### config.mk
export PLATFORM = sky130hd
export DESIGN_NAME = sort_seq
export DESIGN_NICKNAME = d
export VERILOG_FILES = /design/src/rtl/sort_seq.sv
export SDC_FILE = /design/constraint.sdc
export NUM_CORES = 1
export LEC_CHECK = 0
export BUFFER_PORTS_ARGS = -buffer_cell sky130_fd_sc_hd__buf_4
export CAP_MARGIN = 0
export CORE_MARGIN = 3
export CORE_UTILIZATION = 57
export DETAILED_ROUTE_END_ITERATION = 6
export GPL_TIMING_DRIVEN = 0
export PLACE_DENSITY = 0.75
export RECOVER_POWER = 100
export SYNTH_ARGS = -nofsm -noshare
export SYNTH_HDL_FRONTEND = slang
export SYNTH_SLANG_ARGS = --single-unit
### constraint.sdc
create_clock -name clk -period 5.13 [get_ports clk]
set_input_delay 0.513 -clock clk [delete_from_list [all_inputs] [get_ports clk]]
set_output_delay 0.513 -clock clk [all_outputs]
set_load 0.02 [all_outputs]
### src/rtl/sort_seq.sv
// Sequential buffered sorter: captures DEPTH words, bubble-sorts them one compare per clock, streams them out.
// Build option: define SORT_DESCEND_EN for descending output order (default ascending).
module sort_seq #(
    parameter int n     = 8,
    parameter int DEPTH = 4
) (
    input  logic         clk,
    input  logic         rst,
    input  logic [n-1:0] in_data,
    input  logic         in_valid,
    output logic         in_ready,
    output logic [n-1:0] out_data,
    output logic         out_valid,
    input  logic         out_ready,
    output logic         busy,
    output logic         done
);
    localparam int PW = $clog2(DEPTH);

    localparam logic [1:0] ST_LOAD   = 2'd0;
    localparam logic [1:0] ST_SORT   = 2'd1;
    localparam logic [1:0] ST_UNLOAD = 2'd2;

    localparam logic [PW-1:0] LAST_IDX = PW'(DEPTH - 1);
    localparam logic [PW-1:0] LAST_CMP = PW'(DEPTH - 2);
    localparam logic [PW-1:0] PTR_ONE  = PW'(1);

    logic [1:0]    state_q, state_d;
    logic [n-1:0]  mem_q [DEPTH];
    logic [n-1:0]  mem_d [DEPTH];
    logic [PW-1:0] wr_ptr_q, wr_ptr_d;
    logic [PW-1:0] rd_ptr_q, rd_ptr_d;
    logic [PW-1:0] cmp_q, cmp_d;
    logic [PW-1:0] pass_q, pass_d;
    logic          in_ready_q, in_ready_d;
    logic          out_valid_q, out_valid_d;
    logic          busy_q, busy_d;
    logic [n-1:0]  out_data_q, out_data_d;

    logic [n-1:0]  cmp_a_s;
    logic [n-1:0]  cmp_b_s;
    logic          swap_s;

    assign cmp_a_s = mem_q[cmp_q];
    assign cmp_b_s = mem_q[cmp_q + PTR_ONE];
`ifdef SORT_DESCEND_EN
    assign swap_s  = (cmp_a_s < cmp_b_s);
`else
    assign swap_s  = (cmp_a_s > cmp_b_s);
`endif

    // Next-state logic for the load / sort / unload sequence and the word storage.
    always_comb begin
        state_d  = state_q;
        mem_d    = mem_q;
        wr_ptr_d = wr_ptr_q;
        rd_ptr_d = rd_ptr_q;
        cmp_d    = cmp_q;
        pass_d   = pass_q;
        case (state_q)
            ST_LOAD: begin
                if (in_valid) begin
                    mem_d[wr_ptr_q] = in_data;
                    if (wr_ptr_q == LAST_IDX) begin
                        wr_ptr_d = {PW{1'b0}};
                        state_d  = ST_SORT;
                    end else begin
                        wr_ptr_d = wr_ptr_q + PTR_ONE;
                    end
                end else begin
                    wr_ptr_d = wr_ptr_q;
                end
            end
            ST_SORT: begin
                // Fixed-length bubble sort: DEPTH-1 passes, no early exit, ties never swapped.
                if (swap_s) begin
                    mem_d[cmp_q]           = cmp_b_s;
                    mem_d[cmp_q + PTR_ONE] = cmp_a_s;
                end else begin
                    mem_d = mem_q;
                end
                if (cmp_q == LAST_CMP) begin
                    cmp_d = {PW{1'b0}};
                    if (pass_q == LAST_CMP) begin
                        pass_d   = {PW{1'b0}};
                        rd_ptr_d = {PW{1'b0}};
                        state_d  = ST_UNLOAD;
                    end else begin
                        pass_d = pass_q + PTR_ONE;
                    end
                end else begin
                    cmp_d = cmp_q + PTR_ONE;
                end
            end
            ST_UNLOAD: begin
                if (out_ready) begin
                    if (rd_ptr_q == LAST_IDX) begin
                        rd_ptr_d = {PW{1'b0}};
                        state_d  = ST_LOAD;
                    end else begin
                        rd_ptr_d = rd_ptr_q + PTR_ONE;
                    end
                end else begin
                    rd_ptr_d = rd_ptr_q;
                end
            end
            default: begin
                state_d = ST_LOAD;
            end
        endcase
    end

    // Output registers follow the next state so they are valid from the first cycle of each state.
    always_comb begin
        in_ready_d  = (state_d == ST_LOAD);
        busy_d      = (state_d == ST_SORT);
        out_valid_d = (state_d == ST_UNLOAD);
        out_data_d  = (state_d == ST_UNLOAD) ? mem_d[rd_ptr_d] : {n{1'b0}};
    end

    // State, storage and output registers with asynchronous reset.
    always_ff @(posedge clk or posedge rst) begin
        if (rst) begin
            state_q     <= ST_LOAD;
            wr_ptr_q    <= {PW{1'b0}};
            rd_ptr_q    <= {PW{1'b0}};
            cmp_q       <= {PW{1'b0}};
            pass_q      <= {PW{1'b0}};
            in_ready_q  <= 1'b1;
            out_valid_q <= 1'b0;
            busy_q      <= 1'b0;
            out_data_q  <= {n{1'b0}};
            for (int i = 0; i < DEPTH; i++) begin
                mem_q[i] <= {n{1'b0}};
            end
        end else begin
            state_q     <= state_d;
            wr_ptr_q    <= wr_ptr_d;
            rd_ptr_q    <= rd_ptr_d;
            cmp_q       <= cmp_d;
            pass_q      <= pass_d;
            in_ready_q  <= in_ready_d;
            out_valid_q <= out_valid_d;
            busy_q      <= busy_d;
            out_data_q  <= out_data_d;
            mem_q       <= mem_d;
        end
    end

    assign in_ready  = in_ready_q;
    assign out_valid = out_valid_q;
    assign busy      = busy_q;
    assign out_data  = out_data_q;
    // Pulse coincides with the handshake that accepts the last word of the block.
    assign done      = out_valid_q & out_ready & (rd_ptr_q == LAST_IDX);

endmodule

After elaboration in Yosys (flattened, before gate mapping)
Cells that the tools add are included.

Add/sub/neg operators: 4. Multipliers: 0. Div/mod/pow operators: 0. Order comparisons: 8. Equal/unequal tests: 8. Shift operators: 0. Mux-type cells: 37. Bitwise logic cells: 6. Reduce and logical (&&, ||, !) cells: 7.

Operators with widths (number): $bwmux 32 (3); $mux 8 (10); $mux 32 (2); $pmux 32 s2 (1); $bmux 8 s2 (3); $demux 8 s2 (3); $mux 2 (13); $eq 2x2->1 const B (6); $ge 3x3->1 const B (4); $not 2->3 (4); $lt 3x1->1 const B (3); $add 2x1->2 const B (4); $gt 8x8->1 (1); $pmux 2 s3 (1); $eq 2x1->1 const B (2); $logic_not 2->1 (2); $pmux 2 s2 (1); $reduce_and 2->1 (2); $logic_and 1x1->1 (3); $and 1x1->1 (2).

Flip-flop bits (word level): 53. Bits in latches: 0. Memory bits (writable): 0. Bits in read-only memories: 0. Input port bits: 12. Output and inout bits: 12. Word-level logic and storage cells: 83. Memories kept: 0.

Longest topological paths before layout
Gate-level depths: netlist of the first run.

Depth after elaboration: 13. Mapped depth: 17. Gate-level depth less buffers: 13.

Worst setup path after synthesis of the first run
No wires, ideal clock.

Path type: register to register. Start: reg cmp_q[0]. End: reg out_data_q[0] (netlist: out_data[0]). Setup time: 0.124 ns. Arrival time: 3.587 ns. Data required time: 5.006 ns. Setup slack: 1.419 ns. Stages on the path, launching flop included: 18. Path buffers: 4. Period minus slack after synthesis: 3.711 ns. Path through: dfrtp_1 > buf_6 > buf_6 > inv_1 > ha_1 > buf_6 > mux4_2 > inv_1 > ha_1 > nor2b_1 > o211ai_1 > a21oi_1 > o21ai_2 > buf_2 > nor3_1 > a211o_1 > a22oi_1 > nand2_1.

RTL lines: start: declaration (line 33) `logic [PW-1:0] cmp_q, cmp_d;`; start signal: assignment (line 127) `cmp_q <= {PW{1'b0}};`; start signal: assignment (line 140) `cmp_q <= cmp_d;`; end signal: assignment (line 132) `out_data_q <= {n{1'b0}};`; end signal: assignment (line 145) `out_data_q <= out_data_d;`; end: declaration (line 38) `logic [n-1:0] out_data_q, out_data_d;`.

==> results.sh, run 1 <==
export IMPL_worstReg2RegEnd="out_data[4]"
export IMPL_ys_seq_area_frac=0.3182
export IMPL_clkTransAtPathRegs_ns=0.10
export IMPL_crit_path_top_delay_cell="mux4_1"
export IMPL_start_kind="flop"
export IMPL_die_area_mm2=0.008380
export IMPL_fin_area_mm2=0.004508
export IMPL_fmax_mhz=203.5
export IMPL_cts_resized=0
export IMPL_gp_congestion=0.9926
export IMPL_fillCellCount=590
export IMPL_clockBufferDepth=2
export IMPL_min_path_type="input pin to asynchronous set/reset pin"
export IMPL_postCtsSetupBuffers=0
export IMPL_ys_warn_count=0
export IMPL_rsz0062_at_grt="false"
export IMPL_fp_dieH_um=91.55
export IMPL_routed_via_density=7.080
export IMPL_synthTopCellsByArea="dfrtp_1 (31%), ha_1 (7.5%), mux4_2 (5.9%)"
export IMPL_crit_type="flop to flop"
export IMPL_grt_pass1_vias=4131
export IMPL_syn_area_mm2=0.004172
export IMPL_ios=24
export IMPL_rrSetupSlack_ns=0.22
export IMPL_drc=0
export IMPL_wl_um=13910
export IMPL_clock_sinks=53
export IMPL_required_ns=5.32
export IMPL_tritoncts="done"
export IMPL_synth_edff_count=0
export IMPL_numCtsBuffers=5
export IMPL_clockRootBuffer="clkbuf_8"
export IMPL_max_cap_viol_count=1
export IMPL_tns_ns=0
export IMPL_synthCells=470
export IMPL_wire_per_inst_um=23.30
export IMPL_start_util=0.6007
export IMPL_syn_nets=507
export IMPL_finClkSkew_ns=0.008898
export IMPL_critical_path_arrival_ns=5.10
export IMPL_drive_gt1_frac=0.09381
export IMPL_crit_path_cell_trace="buf_6 -> buf_6 -> inv_1 -> ha_1 -> buf_6 -> mux4_1 -> inv_1 -> ha_1 -> nand4_1 -> a21o_1 -> a21oi_1 -> buf_2 -> a31oi_1 -> a211o_1 -> a22oi_1 -> nand3_1"
export IMPL_tightestPinTransition_ns=1.979
export IMPL_path_common_cell="buf_6"
export IMPL_cts_max_level=2
export IMPL_avgSynthCellArea_um2=8.876
export IMPL_status="finished with violations"
export IMPL_synth_async_reset_ratio=1.000
export IMPL_slowest_delay_ns=0.68
export IMPL_worstSkewPairLatency_ns=0.31
export IMPL_relSlewSlack=-0.3191
export IMPL_grt_pass1_wl_um=21740
export IMPL_drt_pass1_iterations=6
export IMPL_coreArea_mm2=0.006944
export IMPL_fin_nets=537
export IMPL_diodes=0
export IMPL_violations="capacitance limit, slew limit"
export IMPL_cp_end_kind="flop"
export IMPL_reg2reg_depth=16
export IMPL_drv_slew=39
export IMPL_grt_overflow_total=0
export IMPL_drtIter0Drc=588
export IMPL_die_w_um=91.55
export IMPL_post_route_period_util=0.9580
export IMPL_ys_ff_latch=53
export IMPL_finalHoldViolCount=0
export IMPL_grt_max_degree=39
export IMPL_row_count=30
export IMPL_antenna_left=0
export IMPL_synthFlopType="dfrtp_1"
export IMPL_crit_fanout=10
export IMPL_area_growth_pct=8.068
export IMPL_track_usage=0.3367
export IMPL_layout_min_cycle_time_ns=4.914
export IMPL_ys_types=59
export IMPL_placedInstanceArea_mm2=0.004477
export IMPL_port_buffers=22
export IMPL_yosysTopAreaCell="dfrtp_1"
export IMPL_synth_top_area_share=0.3119
export IMPL_vias=4227
export IMPL_antenna_found_initial=0
export IMPL_rr_startpoint="cmp_q[0]"
export IMPL_setup_viol_count_final=0
export IMPL_postCtsHoldBufs=0
export IMPL_dp_hpwl_um=9959
## registers in the layout, summed over array words and instances, names as in the netlist
signal and count:
busy 1, cmp_q 2, in_ready 1, mem_q 32
out_data 8, out_valid 1, pass_q 2, rd_ptr_q 2
state_q 2, wr_ptr_q 2
## worst max-delay path by stage
| stage | startpoint | end | slack, ns | cells after the start |
|---|---|---|---|---|
| finish | cmp_q[0] | out_data[4] | 0.22 | 16 |
| global placement | cmp_q[0] | out_data[4] | 0.49 | 17 |
| CTS | cmp_q[0] | out_data[4] | 0.45 | 17 |
| floorplan | cmp_q[0] | out_data[0] | 1.42 | 17 |
| detailed placement | cmp_q[0] | out_data[4] | 0.47 | 17 |
| global route | cmp_q[0] | out_data[7] | 0.05 | 16 |
## kinds of logic (layout without fill, tap and decap cells)
group | count (synthesis) | count (layout) | synth area share
simple gates | 135 | 135 | 0.1518
compound gates | 173 | 173 | 0.2769
flops | 53 | 53 | 0.3182
fa+ha+maj | 25 | 25 | 0.07499
mux | 30 | 30 | 0.1215
buf+inv | 54 | 85 | 0.05669
## worst max-delay path: cells and delay by family, from the launching register on
| family | cells | cell delay (ns) |
|---|---|---|
| compound gates | 5 | 1.57 |
| buf+inv | 6 | 1.27 |
| simple gates | 2 | 0.31 |
| fa+ha+maj | 2 | 0.48 |
| flops | 1 | 0.45 |
| mux | 1 | 0.68 |
## layout by cell type (no fill, tap or decap), drive strengths merged, types with 18 or more instances in the layout
cell type and instances:
buf 18, ha 25, inv 28, dfrtp 52, nand2 54, o21ai 51
nor2 26, a21oi 26, o22ai 22, clkbuf 34
## metal layers
layer  GRT usage  routed length [um]
met2      0.5192                6249
met5           0                   0
met4      0.1759                 773
met3     0.06462                1665
met1      0.4481                5222
## synthesized netlist by cell type (11+ instances only)
| cell type | count |
|---|---|
| nor2_1 | 26 |
| clkbuf_1 | 12 |
| nand3_1 | 13 |
| dfrtp_1 | 52 |
| a21oi_1 | 25 |
| o22ai_1 | 22 |
| mux2i_1 | 12 |
| a22oi_1 | 16 |
| ha_1 | 25 |
| nand2_1 | 54 |
| o21ai_0 | 43 |
| inv_1 | 27 |
| mux4_2 | 11 |
## final cells by class
cell class / instances / area [um^2] / share of cell area
clock inverter: 2 / 35.03 / 0.007771
clock buffer: 6 / 72.57 / 0.01610
timing repair buffer: 23 / 123.9 / 0.02748
sequential: 53 / 1328 / 0.2945
tap: 96 / 120.1 / 0.02664
buffer: 23 / 118.9 / 0.02637
inverter: 31 / 116.4 / 0.02581
multi-input combinational: 363 / 2594 / 0.5754
## per-stage QoR
| step | util | hold WS, ns | instances | setup WS [ns] |
|---|---|---|---|---|
| 2_1_floorplan | - | 0.4916 | 470 | 1.419 |
| 3_3_place_gp | 0.6418 | 0.5188 | 588 | 0.4916 |
| 3_5_place_dp | 0.6447 | 0.5137 | 589 | 0.4694 |
| 4_1_cts | 0.6602 | 0.1716 | 597 | 0.4541 |
| 5_1_grt | 0.6492 | 0.3064 | 597 | 0.04910 |
| 6_report | 0.6492 | 0.2615 | 597 | 0.2157 |
Power of run 1 is left out: the tool's default activity adds up to more than one toggle a clock period on the data nets, which glitch-free logic cannot reach.
==> run 2: changes to the inputs <==
--- a/config.mk
+++ b/config.mk
@@ -8,10 +8,10 @@
 export BUFFER_PORTS_ARGS = -buffer_cell sky130_fd_sc_hd__buf_4
 export CAP_MARGIN = 0
 export CORE_MARGIN = 3
-export CORE_UTILIZATION = 57
+export CORE_UTILIZATION = 60
 export DETAILED_ROUTE_END_ITERATION = 6
 export GPL_TIMING_DRIVEN = 0
-export PLACE_DENSITY = 0.75
+export PLACE_DENSITY = 0.79
 export RECOVER_POWER = 100
 export SYNTH_ARGS = -nofsm -noshare
 export SYNTH_HDL_FRONTEND = slang
==> run 2 against run 1 <==
The flow still finishes with violations (capacitance limit, slew limit). Clock skew increased by 0.0077 ns. Utilization increased by 3.4 points. Sequential share of layout area increased by 0.31 points. Critical endpoint is now out_data[1].
==> results.sh, run 2 (synthesis gave the netlist of run 1 again) <==
export IMPL_postCtsSetupBuffers=0
export IMPL_drtIter0Drc=556
export IMPL_numCtsBuffers=5
export IMPL_post_route_period_util=0.9130
export IMPL_start_util=0.6387
export IMPL_layout_commonest_cell="nand2_1"
export IMPL_drc=0
export IMPL_fmax_mhz=213.5
export IMPL_worst_path_buf_inv=6
export IMPL_vias=4210
export IMPL_required_ns=5.33
export IMPL_finalHoldViolCount=0
export IMPL_wire_per_inst_um=24.25
export IMPL_port_buffers=22
export IMPL_drt_pass1_iterations=6
export IMPL_ios=24
export IMPL_cp_end_kind="flop"
export IMPL_finClkSkew_ns=0.01663
export IMPL_clockRootBuffer="clkbuf_8"
export IMPL_die_w_um=89.38
export IMPL_setup_viol_count_final=0
export IMPL_die_area_mm2=0.007989
export IMPL_drive_gt1_frac=0.09182
export IMPL_violations="capacitance limit, slew limit"
export IMPL_tritoncts="done"
export IMPL_clkTransAtPathRegs_ns=0.11
export IMPL_layout_min_cycle_time_ns=4.684
export IMPL_path_common_cell="buf_6"
export IMPL_cts_max_level=2
export IMPL_routed_via_density=7.284
export IMPL_grt_pass1_vias=4078
export IMPL_grt_overflow_total=0
export IMPL_clock_sinks=53
export IMPL_critical_path_arrival_ns=4.88
export IMPL_max_cap_viol_count=1
export IMPL_min_path_type="input pin to asynchronous set/reset pin"
export IMPL_cp_top_family="compound AO/OA/AOI/OAI gates"
export IMPL_crit_path_cell_trace="buf_6 -> buf_6 -> inv_1 -> ha_1 -> buf_6 -> mux4_2 -> inv_1 -> ha_1 -> nor2b_1 -> o211ai_1 -> a21oi_1 -> o21ai_2 -> buf_2 -> o21ai_0 -> a22o_1 -> o21ai_0 -> nand3b_1"
export IMPL_crit_path_top_delay_cell="mux4_2"
export IMPL_grt_max_degree=40
export IMPL_gp_congestion=1.009
export IMPL_cts_resized=0
export IMPL_tightestPinTransition_ns=2.043
export IMPL_final_cell_mix="nand2_1 (54), dfrtp_1 (52), o21ai_0 (47)"
export IMPL_antenna_found_initial=0
export IMPL_fin_nets=537
export IMPL_slowest_delay_ns=0.61
export IMPL_start_kind="flop"
export IMPL_antenna_left=0
export IMPL_rsz0062_at_grt="false"
export IMPL_fp_dieH_um=89.38
export IMPL_drv_slew=40
export IMPL_row_count=29
export IMPL_largest_register="mem_q"
export IMPL_tns_ns=0
export IMPL_grt_pass1_wl_um=21780
export IMPL_diodes=0
export IMPL_postCtsHoldBufs=0
export IMPL_dp_hpwl_um=9860
export IMPL_area_growth_pct=6.929
export IMPL_crit_type="flop to flop"
export IMPL_relSlewSlack=-0.3621
export IMPL_track_usage=0.3669
export IMPL_wl_um=14020
export IMPL_coreArea_mm2=0.006531
export IMPL_status="finished with violations"
export IMPL_fin_util=0.6830
export IMPL_crit_fanout=10
export IMPL_largest_reg_flops=32
export IMPL_clockBufferDepth=2
export IMPL_worstSkewPairLatency_ns=0.33
==> run 2: changes by cell type in the layout (fill, tap and decap cells not counted) <==
cell        delta
clkinv_2       -1
o21ai_1        +1
a21oi_1        -1
o21ai_2        -1
a21oi_2        +1
and2_0         -1
bufinv_16      -1
and2_1         +1
clkinvlp_4     +1
clkbuf_1       +1
==> run 2: path summary, 6_finish.rpt <==
| check | cells after the start | startpoint | endpoint | slack, ns |
|---|---|---|---|---|
| worst min-delay path | 2 | rst | mem_q[12] | 0.23 |
| worst max-delay path | 17 | cmp_q[0] | out_data[1] | 0.45 |
| worst max register to register | 17 | cmp_q[0] | out_data[1] | 0.45 |
| max in group asynchronous | 3 | rst | cmp_q[1] | 2.58 |
| worst min register to register | 2 | pass_q[1] | pass_q[1] | 0.56 |
| min in group clk | 3 | in_data[6] | mem_q[14] | 0.45 |
==> run 2: final cells by class <==
type | instances | area [um^2]
multi-input cells | 363 | 2594
fillers | 563 | 2071
flip-flops and latches | 53 | 1328
repair buffers | 23 | 123.9
plain buffers | 23 | 118.9
inverters | 31 | 116.4
well taps | 77 | 96.34
clock buffers | 7 | 76.32
clock inverters | 1 | 7.507
==> run 2: through the flow <==
stage / cells / hold slack [ns] / worst slack [ns] / area (um^2)
2_1_floorplan: 470 / 0.4916 / 1.419 / 4172
3_3_place_gp: 569 / 0.5195 / 0.6672 / 4433
3_5_place_dp: 570 / 0.5049 / 0.6111 / 4453
4_1_cts: 578 / 0.1675 / 0.6060 / 4537
5_1_grt: 578 / 0.2942 / 0.1595 / 4461
6_report: 578 / 0.2316 / 0.4461 / 4461
==> run 2: routing by layer <==
layer | track usage | wire length (um) | part of all wire | vias up
li1 | - | - | - | 1831
met1 | 0.4696 | 5394 | 0.38 | 1975
met2 | 0.5707 | 6260 | 0.45 | 313
met3 | 0.08756 | 1574 | 0.11 | 91
met4 | 0.2016 | 786 | 0.056 | 0
met5 | 0 | 0 | 0 | -
Power of run 2 is left out for the same reason.
==> run 3: changes to the inputs <==
--- a/config.mk
+++ b/config.mk
@@ -5,14 +5,15 @@
 export SDC_FILE = /design/constraint.sdc
 export NUM_CORES = 1
 export LEC_CHECK = 0
+export ABC_AREA = 1
 export BUFFER_PORTS_ARGS = -buffer_cell sky130_fd_sc_hd__buf_4
 export CAP_MARGIN = 0
 export CORE_MARGIN = 3
-export CORE_UTILIZATION = 60
+export CORE_UTILIZATION = 46
 export DETAILED_ROUTE_END_ITERATION = 6
 export GPL_TIMING_DRIVEN = 0
-export PLACE_DENSITY = 0.79
 export RECOVER_POWER = 100
+export SKIP_LAST_GASP = 1
 export SYNTH_ARGS = -nofsm -noshare
 export SYNTH_HDL_FRONTEND = slang
 export SYNTH_SLANG_ARGS = --single-unit
==> run 3 against run 2 <==
The run ends with DRC, capacitance limit, slew limit left. Worst setup slack improved by 0.31 ns. Maximum frequency increased by 7.2%. Critical path depth increased by 3. First-iteration DRC count decreased by 12%. Sequential share of layout area decreased by 3.7 points. Worst hold slack improved by 0.094 ns. Sequential cell count unchanged. Synthesized cell count increased by 61%. Die area increased by 44%. Routed wire length increased by 13%.
==> results.sh, run 3 <==
export IMPL_drt_pass1_iterations=7
export IMPL_drive_gt1_frac=0.06218
export IMPL_synthCells=756
export IMPL_crit_fanout=13
export IMPL_wire_per_inst_um=17.24
export IMPL_clockRootBuffer="clkbuf_8"
export IMPL_tns_ns=0
export IMPL_syn_area_mm2=0.004718
export IMPL_area_growth_pct=8.035
export IMPL_relSlewSlack=-0.2201
export IMPL_postCtsSetupBuffers=0
export IMPL_antenna_found_initial=0
export IMPL_drtIter0Drc=487
export IMPL_gp_congestion=0.9601
export IMPL_grt_max_degree=33
export IMPL_min_path_type="input pin to asynchronous set/reset pin"
export IMPL_final_cell_mix="nand2_1 (288), nand3_1 (145), inv_1 (74)"
export IMPL_max_cap_viol_count=1
export IMPL_start_kind="flop"
export IMPL_ys_seq_area_frac=0.2814
export IMPL_crit_type="flop to flop"
export IMPL_track_usage=0.2892
export IMPL_die_area_mm2=0.01151
export IMPL_post_route_period_util=0.8516
export IMPL_largest_reg_flops=32
export IMPL_postCtsHoldBufs=0
export IMPL_status="finished with violations"
export IMPL_layout_commonest_cell="nand2_1"
export IMPL_largest_register="mem_q"
export IMPL_clkTransAtPathRegs_ns=0.11
export IMPL_setup_viol_count_final=0
export IMPL_synthTopCellsByArea="dfrtp_1 (28%), nand2_1 (23%), nand3_1 (15%)"
export IMPL_drc=1
export IMPL_syn_nets=793
export IMPL_start_util=0.4783
export IMPL_synthTopCellsByCount="nand2_1 (287), nand3_1 (145), inv_1 (74), a21oi_1 (52), dfrtp_1 (52)"
export IMPL_multi_input_area_mm2=0.002879
export IMPL_dp_hpwl_um=12740
export IMPL_tightestPinTransition_ns=1.830
export IMPL_row_count=36
export IMPL_grt_pass1_wl_um=26010
export IMPL_clock_sinks=53
export IMPL_tritoncts="done"
export IMPL_register_area_mm2=0.001328
export IMPL_ys_warn_count=0
export IMPL_antenna_left=0
export IMPL_synth_async_reset_ratio=1.000
export IMPL_ios=24
export IMPL_yosysTopAreaCell="dfrtp_1"
export IMPL_vias=5056
export IMPL_fmax_mhz=228.9
export IMPL_violations="DRC, capacitance limit, slew limit"
export IMPL_ys_ff_latch=53
export IMPL_coreArea_mm2=0.009864
export IMPL_cts_max_level=2
export IMPL_cp_end_kind="flop"
export IMPL_clockBufferDepth=2
export IMPL_diodes=0
export IMPL_avgSynthCellArea_um2=6.241
export IMPL_synth_top_area_share=0.2758
export IMPL_critical_path_arrival_ns=4.58
export IMPL_layout_min_cycle_time_ns=4.369
export IMPL_cts_resized=0
export IMPL_ys_types=34
export IMPL_grt_pass1_vias=4990
export IMPL_worstSkewPairLatency_ns=0.32
export IMPL_drv_slew=33
export IMPL_required_ns=5.34
export IMPL_synthFlopType="dfrtp_1"
export IMPL_grt_overflow_total=0
export IMPL_numCtsBuffers=5
export IMPL_fin_nets=824
export IMPL_routed_via_density=5.490
export IMPL_finalHoldViolCount=0
export IMPL_die_w_um=107.3
export IMPL_port_buffers=23
export IMPL_yosysMostFrequentCell="nand2_1"
export IMPL_fp_dieH_um=107.3
export IMPL_synth_edff_count=0
export IMPL_finClkSkew_ns=0.01001
export IMPL_fin_util=0.5167
export IMPL_rsz0062_at_grt="false"
export IMPL_wl_um=15880
export IMPL_fillCellCount=1062
[run 3: cell count changes in the layout (fill, tap and decap cells not counted), moves of 8 or more]
cell	delta
and3_1	-8
nand2_1	+234
inv_1	+46
mux2i_1	-12
o22ai_1	-22
nand3_1	+132
o21ai_0	-37
a221o_1	-10
nor2b_1	-10
a21oi_1	+28
a211oi_1	-9
mux4_2	-11
[run 3: layout make-up]
| type | instances | share of cell area |
|---|---|---|
| multi-input combinational | 593 | 0.5648 |
| sequential | 53 | 0.2604 |
| inverter | 80 | 0.05916 |
| buffer | 30 | 0.03436 |
| tap | 133 | 0.03265 |
| timing repair buffer | 24 | 0.02577 |
| clock buffer | 5 | 0.01350 |
| clock inverter | 3 | 0.009327 |
[run 3: worst paths after layout]
kind	cells past startpoint	slack [ns]	from	endpoint
setup reg to reg	20	0.76	cmp_q[0]	out_data[2]
min in group clk	3	0.46	in_data[1]	mem_q[1]
max in group asynchronous	3	2.64	rst	mem_q[19]
setup / recovery	20	0.76	cmp_q[0]	out_data[2]
hold reg to reg	2	0.54	pass_q[0]	pass_q[1]
hold / removal	2	0.33	rst	mem_q[5]
[run 3: routing by layer]
metal / up-vias / GRT usage / share of wire
met2: 205 / 0.4602 / 0.44
met3: 34 / 0.04439 / 0.078
met1: 2294 / 0.4024 / 0.46
met5: - / 0 / 0
li1: 2523 / - / -
met4: 0 / 0.09406 / 0.025
[run 3: per-stage QoR]
| step | area (um^2) | worst slack [ns] | instances | hold slack (ns) |
|---|---|---|---|---|
| global route | 5097 | 0.3605 | 921 | 0.3948 |
| CTS | 5194 | 1.077 | 921 | 0.2065 |
| floorplan | 4718 | 1.946 | 756 | 0.4805 |
| finish | 5097 | 0.7611 | 921 | 0.3256 |
| global placement | 5057 | 1.090 | 912 | 0.4959 |
| detailed placement | 5077 | 1.124 | 913 | 0.5170 |
[run 3: kinds of logic (layout without fill, tap and decap cells)]
kind of cell,count (synthesis),count (layout),synth area share
buffers and inverters,110,142,0.1021
DFF,53,53,0.2814
AOI/OAI and AO/OA,97,97,0.1262
and+or+nand+nor,471,471,0.4240
adders and majority gates,25,25,0.06630
[run 3: critical path: stages, from the launching register on]
cell,delay [ns]
dfrtp_1,0.43
clkbuf_1,0.30
clkinv_2,0.18
clkbuf_1,0.32
ha_1,0.37
buf_2,0.19
inv_1,0.28
nand3_1,0.25
nand2_1,0.15
ha_1,0.25
a21oi_1,0.15
nor2_1,0.05
nor2_1,0.29
nand2_4,0.16
nand2_2,0.14
buf_2,0.23
nand2_1,0.07
nand3_1,0.11
nand3_1,0.09
nand3_1,0.15
a21oi_1,0.08
Power of run 3 is left out for the same reason.
